<file path="config.mk">
export PLATFORM = sky130hd
export DESIGN_NAME = lambdagen_s3p
export DESIGN_NICKNAME = d
export VERILOG_FILES = /design/src/rtl/lambdagen_pkg.sv /design/src/rtl/lambdagen_skid.sv /design/src/rtl/lambdagen_s3p.sv
export SDC_FILE = /design/constraint.sdc
export NUM_CORES = 1
export LEC_CHECK = 0
export BUFFER_PORTS_ARGS = -buffer_cell sky130_fd_sc_hd__buf_2
export CORE_MARGIN = 3
export CORE_UTILIZATION = 50
export DETAILED_ROUTE_END_ITERATION = 10
export PLACE_DENSITY = 0.7
export SYNTH_ARGS = -nofsm -noshare
export SYNTH_HDL_FRONTEND = slang
export SYNTH_SLANG_ARGS = --single-unit
export TNS_END_PERCENT = 50
</file>
<file path="constraint.sdc">
create_clock -name clk -period 5.55 [get_ports clk]
set_clock_uncertainty 0.2 [all_clocks]
set_input_delay 0.8325 -clock clk [delete_from_list [all_inputs] [get_ports clk]]
set_output_delay 0.8325 -clock clk [all_outputs]
set_load 0.01 [all_outputs]
</file>
<file path="src/rtl/lambdagen_pkg.sv">
// lambdagen_pkg: cull-mode encodings and derived-width helpers shared by the
// triangle setup stages (s2, lambdagen_s3p, rasteriser).
package lambdagen_pkg;

  // Cull-mode encodings carried on the cull_mode bus
  localparam logic [1:0] CULL_NONE  = 2'd0;
  localparam logic [1:0] CULL_BACK  = 2'd1;
  localparam logic [1:0] CULL_FRONT = 2'd2;
  localparam logic [1:0] CULL_TWO   = 2'd3;

  // Width of one edge partial product (x-term or y-term)
  function automatic int pw(input int xw, input int yw);
    return xw + yw + 2;
  endfunction

  // Width of one area partial
  function automatic int aw(input int xw, input int yw);
    return pw(xw, yw) + 1;
  endfunction

endpackage

</file>
<file path="src/rtl/lambdagen_skid.sv">
// lambdagen_skid: two-entry skid buffer (output register OR + skid register SK)
// with a registered upstream ready, so the ready path never sees downstream
// combinational logic.
module lambdagen_skid #(
  parameter int WIDTH = 8
) (
  input  logic             clk,
  input  logic             rst,
  input  logic             i_valid,
  input  logic [WIDTH-1:0] i_data,
  output logic             o_ready,
  output logic             o_valid,
  output logic [WIDTH-1:0] o_data,
  input  logic             i_ready
);

  logic             r_or_valid;
  logic [WIDTH-1:0] r_or_data;
  logic             r_sk_valid;
  logic [WIDTH-1:0] r_sk_data;

  logic w_push;
  logic w_or_fire;

  // A push is only honoured while SK is free, so SK can never be overwritten.
  assign w_push    = i_valid & ~r_sk_valid;
  assign w_or_fire = r_or_valid & i_ready;

  assign o_ready = ~r_sk_valid;
  assign o_valid = r_or_valid;
  assign o_data  = r_or_data;

  // OR/SK occupancy and data movement; oldest beat always sits in OR
  always_ff @(posedge clk) begin
    if (rst) begin
      r_or_valid <= 1'b0;
      r_or_data  <= '0;
      r_sk_valid <= 1'b0;
      r_sk_data  <= '0;
    end else if (w_or_fire) begin
      if (r_sk_valid) begin
        // SK refills OR; SK empties (no push can coincide, ready was low)
        r_or_data  <= r_sk_data;
        r_sk_valid <= 1'b0;
      end else if (w_push) begin
        // fire and push in the same cycle: straight into OR, no bubble
        r_or_data <= i_data;
      end else begin
        r_or_valid <= 1'b0;
      end
    end else if (!r_or_valid) begin
      if (w_push) begin
        r_or_valid <= 1'b1;
        r_or_data  <= i_data;
      end
    end else if (w_push) begin
      // OR is held by backpressure: park the new beat in SK
      r_sk_valid <= 1'b1;
      r_sk_data  <= i_data;
    end
  end

endmodule

</file>
<file path="src/rtl/lambdagen_s3p.sv">
// lambdagen_s3p: sums the s2 edge/area partial products, applies culling and
// two-sided orientation normalisation, and forwards surviving triangles with
// their payload through a two-entry skid buffer. Keeps saturating
// accepted/culled statistics.
module lambdagen_s3p
  import lambdagen_pkg::*;
#(
  parameter  int XWIDTH = 9,
  parameter  int YWIDTH = 8,
  parameter  int NEDGE  = 3,
  parameter  int PAYW   = 64,
  parameter  int LWIDTH = 32,
  parameter  int CNTW   = 16,
  localparam int PW     = pw(XWIDTH, YWIDTH),
  localparam int AW     = aw(XWIDTH, YWIDTH)
) (
  input  logic                    clk,
  input  logic                    rst,
  input  logic                    in_valid,
  output logic                    in_ready,
  input  logic [NEDGE*PW-1:0]     exy_in,
  input  logic [NEDGE*PW-1:0]     eyx_in,
  input  logic [AW-1:0]           a0_in,
  input  logic [AW-1:0]           a1_in,
  input  logic [PAYW-1:0]         pay_in,
  input  logic [1:0]              cull_mode,
  input  logic                    cnt_clr,
  output logic                    out_valid,
  input  logic                    out_ready,
  output logic [NEDGE*LWIDTH-1:0] e_out,
  output logic [LWIDTH-1:0]       area_out,
  output logic                    flip_out,
  output logic [PAYW-1:0]         pay_out,
  output logic [CNTW-1:0]         tri_cnt,
  output logic [CNTW-1:0]         cull_cnt
);

  localparam int SKW = 1 + LWIDTH + NEDGE * LWIDTH + PAYW;

  // The sums below rely on LWIDTH holding a full PW+1 / AW+1 result without wrap.
  if (LWIDTH < XWIDTH + YWIDTH + 5) begin : g_width_check
    $error("lambdagen_s3p: LWIDTH must be at least XWIDTH+YWIDTH+5");
  end

  logic                    w_accept;
  logic                    w_cull;
  logic                    w_flip;
  logic                    w_push;
  logic                    w_a_neg;
  logic                    w_a_zero;
  logic [LWIDTH-1:0]       w_a0_ext;
  logic [LWIDTH-1:0]       w_a1_ext;
  logic [LWIDTH-1:0]       w_area_raw;
  logic [LWIDTH-1:0]       w_area;
  logic [NEDGE*LWIDTH-1:0] w_edge;
  logic [SKW-1:0]          w_push_word;
  logic [SKW-1:0]          w_out_word;
  logic                    w_skid_ready;

  logic [CNTW-1:0] r_tri_cnt;
  logic [CNTW-1:0] r_cull_cnt;

  assign in_ready = w_skid_ready;
  assign w_accept = in_valid & w_skid_ready;

  // Area: both partials sign-extended to LWIDTH before the add
  assign w_a0_ext   = {{(LWIDTH-AW){a0_in[AW-1]}}, a0_in};
  assign w_a1_ext   = {{(LWIDTH-AW){a1_in[AW-1]}}, a1_in};
  assign w_area_raw = w_a0_ext + w_a1_ext;
  assign w_a_neg    = w_area_raw[LWIDTH-1];
  assign w_a_zero   = (w_area_raw == '0);

  // Cull decision from the area sign, per the cull mode sampled on accept
  always_comb begin
    w_cull = 1'b0;
    case (cull_mode)
      CULL_NONE:  w_cull = 1'b0;
      CULL_BACK:  w_cull = w_a_neg | w_a_zero;
      CULL_FRONT: w_cull = ~w_a_neg;
      CULL_TWO:   w_cull = w_a_zero;
      default:    w_cull = 1'b0;
    endcase
  end

  // Two-sided mode renormalises clockwise triangles to positive area
  assign w_flip = (cull_mode == CULL_TWO) & w_a_neg;
  assign w_area = w_flip ? (~w_area_raw + 1'b1) : w_area_raw;

  for (genvar gi = 0; gi < NEDGE; gi++) begin : g_edge
    logic [LWIDTH-1:0] w_x_ext;
    logic [LWIDTH-1:0] w_y_ext;
    logic [LWIDTH-1:0] w_sum;
    assign w_x_ext = {{(LWIDTH-PW){exy_in[gi*PW+PW-1]}}, exy_in[gi*PW +: PW]};
    assign w_y_ext = {{(LWIDTH-PW){eyx_in[gi*PW+PW-1]}}, eyx_in[gi*PW +: PW]};
    assign w_sum   = w_x_ext + w_y_ext;
    assign w_edge[gi*LWIDTH +: LWIDTH] = w_flip ? (~w_sum + 1'b1) : w_sum;
  end

  assign w_push      = w_accept & ~w_cull;
  assign w_push_word = {w_flip, w_area, w_edge, pay_in};

  lambdagen_skid #(
    .WIDTH (SKW)
  ) u_skid (
    .clk     (clk),
    .rst     (rst),
    .i_valid (w_push),
    .i_data  (w_push_word),
    .o_ready (w_skid_ready),
    .o_valid (out_valid),
    .o_data  (w_out_word),
    .i_ready (out_ready)
  );

  assign {flip_out, area_out, e_out, pay_out} = w_out_word;

  // Saturating statistics; a clear overrides any same-cycle increment
  always_ff @(posedge clk) begin
    if (rst || cnt_clr) begin
      r_tri_cnt  <= '0;
      r_cull_cnt <= '0;
    end else if (w_accept) begin
      if (r_tri_cnt != '1) begin
        r_tri_cnt <= r_tri_cnt + CNTW'(1);
      end
      if (w_cull && (r_cull_cnt != '1)) begin
        r_cull_cnt <= r_cull_cnt + CNTW'(1);
      end
    end
  end

  assign tri_cnt  = r_tri_cnt;
  assign cull_cnt = r_cull_cnt;

endmodule

</file>
==> results of run 1 <==
[sequential cells by signal, indices dropped and copies added, names as in the netlist]
register           cells
u_skid.o_data        193
u_skid.r_sk_data     186
cull_cnt              16
tri_cnt               16
u_skid.o_valid         1
u_skid.r_sk_valid      1
[Yosys cell counts (all sizes together) (4+ instances only)]
master     n
dfxtp    413
a21oi    316
nor2     304
nand2    272
clkbuf   162
o31ai    118
o21ai    112
o22ai    100
nor3      85
ha        83
xnor2     74
a211oi    60
xor2      55
nand3     49
o221a     46
buf       41
inv       36
a21o      33
nor3b     28
and3      22
o21a      22
a31oi     21
o211ai    21
nand4     18
or3       17
nand2b    14
or2       13
or4       13
and2      12
nor2b     10
nor4      10
o41ai      9
mux2i      8
o2111ai    8
a211o      6
and4       6
o21bai     6
a31o       5
nand3b     5
o221ai     5
a21boi     4
fa         4
o211a      4
o311ai     4
[through the flow]
step / utilization / hold slack (ps)
4_1_cts: 0.612 / 255
3_3_place_gp: 0.575 / 242
5_1_grt: 0.612 / 268
3_5_place_dp: 0.575 / 247
6_report: 0.612 / 252
2_1_floorplan: - / 232
[per-layer routing]
layer,track usage,wire [um]
met4,0.111,2520
met5,0,20
met3,0.0683,5650
met1,0.367,29700
met2,0.475,32500
[cell families (layout without fill, tap and decap cells)]
family / after synthesis / in the layout
flip-flops: 413 / 413
multiplexers: 9 / 9
XOR/XNOR: 129 / 129
adder cells (fa/ha/maj): 87 / 87
buffers and inverters: 239 / 608
other: 0 / 1
AND/OR/NAND/NOR: 885 / 885
AO/OA/AOI/OAI: 929 / 929
[final cells by class]
type	count	area share
timing repair buffer	491	0.104
inverter	36	0.00539
sequential	413	0.318
clock inverter	20	0.0130
tap	577	0.0278
antenna	1	0.0000963
multi-input combinational	2039	0.484
clock buffer	61	0.0475
[final timing paths]
kind	from	to	slack, ps
min reg2reg	u_skid.r_sk_data[182]$_SDFFE_PP0P_	u_skid.r_sk_data[182]$_SDFFE_PP0P_	250
max	a0_in[0]	u_skid.o_data[64]$_SDFFE_PP0P_	960
max reg2reg	cull_cnt[7]$_SDFFE_PP0P_	cull_cnt[7]$_SDFFE_PP0P_	2610
min	u_skid.r_sk_data[182]$_SDFFE_PP0P_	u_skid.r_sk_data[182]$_SDFFE_PP0P_	250
[power by group]
part	switching, mW	internal (mW)	total [mW]
combinational	1.24	0.766	2.01
sequential	0.145	3.20	3.34
clock	1.25	1.94	3.19
[worst max-delay path, cell delays in order]
cell and delay [ps]:
buf_2 80, ha_1 150, inv_1 50, fa_1 390, nand2b_1 180, a211o_1 340
a211o_1 330, o21ai_1 280, xnor2_1 250, o2111ai_2 340, or2_2 440, o21ai_4 230
buf_12 350, buf_4 310, o22ai_1 100, a21oi_1 190
==> flow_metrics.py, run 1 <==
metrics = {
    "floorplanning": {
        "core_area_um2": 42400,
        "dieArea_um2": 46000,
        "placementRows": 75,
        "start_util": 0.512,
        "die_x_um": 214,
        "num_io_pins": 452,
        "die_h_um": 214,
    },
    "cts": {
        "numCtsBuffers": 44,
        "cts_hold_buf": 0,
        "h-tree-depth": 2,
        "path_clk_slew_ps": 60,
        "cts-root-buf": "clkbuf_16",
        "clk_path_buf_depth": 3,
        "insertion_delay_ps": 580,
        "ctsResizeCount": 0,
        "cts_tree": "done",
        "postCtsSetupRepairBufs": 0,
        "clock-sinks": 413,
    },
    "route": {
        "vias": 21800,
        "drc": 0,
        "drtAntennaViolNets": 0,
        "wl_per_cell_um": 19.4,
        "vias_per_cell": 6.00,
        "routed_wl_um": 70400,
        "initialDrtViolationCount": 1851,
        "first_pass_iters": 6,
    },
    "place": {
        "place_area_um2": 24400,
        "post-place-cells": 3556,
        "place_hpwl_um": 49100,
        "io_buffers": 451,
        "gp_congestion": 0.882,
        "detailedPlace.worstSlack_ps": 405,
    },
    "logic_synthesis": {
        "synth_warnings": 0,
        "ys_seq_elements": 413,
        "synth_top_flop_cell": "dfxtp_1",
        "synth_fa_ha_area_frac": 0.0515,
        "synth_top_area_share": 0.381,
        "synth_xor_area_frac": 0.0520,
        "syn_inst": 2691,
        "syn_avg_cell_area_um2": 8.07,
        "synth_top_family_by_area": "compound AO/OA/AOI/OAI gates",
        "synth-async-reset-ratio": 0,
        "synth-simple-area-share": 0.187,
        "yosys-top-cells-area": "dfxtp_1, a21oi_1, nor2_1",
        "yosysTopAreaCell": "dfxtp_1",
        "ys_seq_area_frac": 0.381,
        "syn_nets": 3003,
        "synth_compound_area_frac": 0.280,
        "syn_area_um2": 21700,
        "yosysUniqueCellTypes": 84,
        "synthMuxAreaShare": 0.00420,
        "synth_edf_count": 0,
    },
    "timing": {
        "drv_slew": 0,
        "setup_viol": 0,
        "worstMarginPinSlew_ps": 1070,
        "setup_tns_ps": 0,
        "grt_setup_unrepaired": "no",
        "period_minus_slack_ps": 4590,
        "post-route-period-util": 0.827,
        "setup_ws_ps": 963,
        "max_freq_mhz": 218,
        "finalHoldViolCount": 0,
        "maxSlewHeadroom": 0.286,
    },
    "pwr": {
        "peakVddDrop_v": 0.000212,
        "p_leak_nw": 11.0,
        "p_per_area_nw_per_um2": 329,
        "finalPower_mw": 8.54,
    },
    "run": {
        "max-cap-violations": 0,
    },
    "setup_path": {
        "cp.arrival_ps": 4880,
        "cp-start-kind": "input pin",
        "crit_required_ps": 5840,
        "critPathKind": "in -> reg",
        "critPathMaxFanout": 76,
        "cp-end-kind": "flop",
        "rr_worst_depth": 8,
    },
    "cells_and_area": {
        "num-nets-final": 3337,
        "regArea_um2": 8270,
        "n_fill_cell": 3831,
        "final_cell_area_um2": 26000,
        "final_cell_mix": "buf_2, dfxtp_1, a21oi_1",
        "layout_commonest_cell": "buf_2",
        "instances_no_fill": 3638,
        "area_growth_pct": 19.6,
        "layout-drive-gt1-share": 0.206,
        "multi_input_area_um2": 12600,
    },
    "grt": {
        "antenna_found_initial": 3,
        "grt_remaining_overflow": 0,
        "grt_max_degree": 135,
        "grt_pass1_wl_um": 110000,
        "grt_use_total": 0.288,
        "first_global_vias": 20700,
    },
    "hold_path": {
        "min_path_type": "reg -> reg",
        "whs_path_depth": 2,
    },
    "outcome": {
        "outcome": "complete, no violations",
    },
}
Note: power is estimated with default switching activity, not from simulation.
==> run 2: changes to the inputs <==
clock period = 4.5 ns   (was 5.55 ns; I/O delays follow)
==> flow_metrics.py, run 2 (synthesis gave the netlist of run 1 again) <==
metrics = {
    "setup_path": {
        "crit_required_ps": 4720,
        "cp-start-kind": "input pin",
        "critPathKind": "in -> reg",
        "critPathMaxFanout": 6,
        "critical_path.cell_chain": "buf_2, ha_1, inv_1, fa_1, nand2b_1, a21boi_0, o311a_1, o21a_1, o22ai_1, nor4b_1, buf_4, nand3_1, a21oi_1, a21oi_1, o21a_1",
        "slowest_delay_ps": 620,
        "slowest_stage": "a21boi_0",
        "cp-end-kind": "flop",
        "cp.arrival_ps": 4530,
    },
    "cts": {
        "clock-sinks": 413,
        "cts_tree": "done",
        "h-tree-depth": 2,
        "cts-root-buf": "clkbuf_16",
        "insertion_delay_ps": 540,
        "clk_path_buf_depth": 3,
        "path_clk_slew_ps": 60,
        "numCtsBuffers": 43,
        "cts_hold_buf": 0,
    },
    "timing": {
        "period_minus_slack_ps": 4300,
        "grt_setup_unrepaired": "no",
        "post-route-period-util": 0.956,
        "max_freq_mhz": 232,
        "maxSlewHeadroom": 0.338,
        "worstMarginPinSlew_ps": 994,
        "setup_viol": 0,
        "finalHoldViolCount": 0,
        "holdWs_ps": 175,
        "setup_tns_ps": 0,
        "drv_slew": 0,
    },
    "route": {
        "initialDrtViolationCount": 1846,
        "wl_per_cell_um": 18.8,
        "drtAntennaViolNets": 0,
        "drc": 0,
        "vias": 22000,
        "routed_wl_um": 70100,
        "first_pass_iters": 6,
        "vias_per_cell": 5.92,
    },
    "cells_and_area": {
        "n_fill_cell": 3794,
        "utilization": 0.628,
        "num-nets-final": 3428,
        "multi_input_area_um2": 12600,
        "final_cell_mix": "buf_2, dfxtp_1, a21oi_1",
        "layout_commonest_cell": "buf_2",
        "layout-drive-gt1-share": 0.228,
        "final_cell_area_um2": 26600,
        "regArea_um2": 8270,
        "largest_register_ffs": 193,
        "area_growth_pct": 22.5,
    },
    "run": {
        "max-cap-violations": 0,
    },
    "grt": {
        "grt_pass1_wl_um": 111000,
        "grt_remaining_overflow": 0,
        "antenna_found_initial": 3,
        "first_global_vias": 21000,
        "grt_max_degree": 128,
        "grt_use_total": 0.288,
    },
    "floorplanning": {
        "die_h_um": 214,
        "num_io_pins": 452,
        "core_area_um2": 42400,
        "start_util": 0.512,
        "placementRows": 75,
        "die_x_um": 214,
        "dieArea_um2": 46000,
    },
    "place": {
        "io_buffers": 451,
        "place_hpwl_um": 50400,
        "gp_congestion": 0.916,
        "place_area_um2": 25300,
    },
    "outcome": {
        "outcome": "complete, no violations",
    },
    "pwr": {
        "peakVddDrop_v": 0.000300,
        "p_leak_nw": 11.4,
        "p_per_area_nw_per_um2": 382,
        "finalPower_mw": 10.2,
    },
    "hold_path": {
        "min_path_type": "in -> reg",
    },
}
==> run 2: changes by cell type in the layout (fill, tap and decap cells not counted), moves of 2 or more <==
cell,delta
clkinvlp_4,-2
bufinv_16,-7
clkinv_2,+6
buf_4,+76
buf_12,+16
clkbuf_8,-3
==> run 2: what timing repair did <==
item                       4_1_cts  5_1_grt
setup buffers                    0        3
gates resized for setup          0        2
setup endpoints to repair        0       24
==> run 2: per-stage QoR <==
step,worst slack [ps],instances
after floorplan,214,2691
after global placement,-227,3645
after detailed placement,-327,3645
after CTS,199,3719
after global routing,6.59,3723
final,198,3723
==> run 2: layout make-up <==
class,count,share of cell area
flip-flops and latches,413,0.311
clock inverters,16,0.00461
clock buffers,58,0.0448
diodes,1,0.0000940
inverters,36,0.00526
well taps,577,0.0271
repair buffers,583,0.134
multi-input cells,2039,0.473
==> run 2: final timing paths <==
check | slack [ps] | from | endpoint | cells after the start
worst max register to register | 1700 | cull_cnt[6]$_SDFFE_PP0P_ | cull_cnt[5]$_SDFFE_PP0P_ | 9
worst min-delay path | 170 | pay_in[0] | u_skid.r_sk_data[0]$_SDFFE_PP0P_ | 3
worst min register to register | 250 | u_skid.r_sk_data[135]$_SDFFE_PP0P_ | u_skid.r_sk_data[135]$_SDFFE_PP0P_ | 2
worst max-delay path | 200 | eyx_in[19] | u_skid.r_sk_data[127]$_SDFFE_PP0P_ | 15
==> run 2: layer usage <==
| layer | share of wire | up-vias | global-route usage |
|---|---|---|---|
| li1 | - | 10700 | - |
| met1 | 0.42 | 10500 | 0.364 |
| met2 | 0.47 | 746 | 0.483 |
| met3 | 0.072 | 140 | 0.0643 |
| met4 | 0.035 | 2 | 0.104 |
| met5 | 0.00019 | - | 0 |
==> run 2: where the power goes <==
group | internal, mW | switching [mW]
clock network | 1.92 | 1.46
logic | 1.10 | 1.56
registers | 3.94 | 0.178
total | 6.96 | 3.20
==> run 2: worst max-delay path: cells and delay by family <==
family / cells / cell delay [ps]
buffers and inverters: 3 / 350
adders and majority gates: 2 / 560
and+or+nand+nor: 3 / 760
AOI/OAI and AO/OA: 7 / 2150
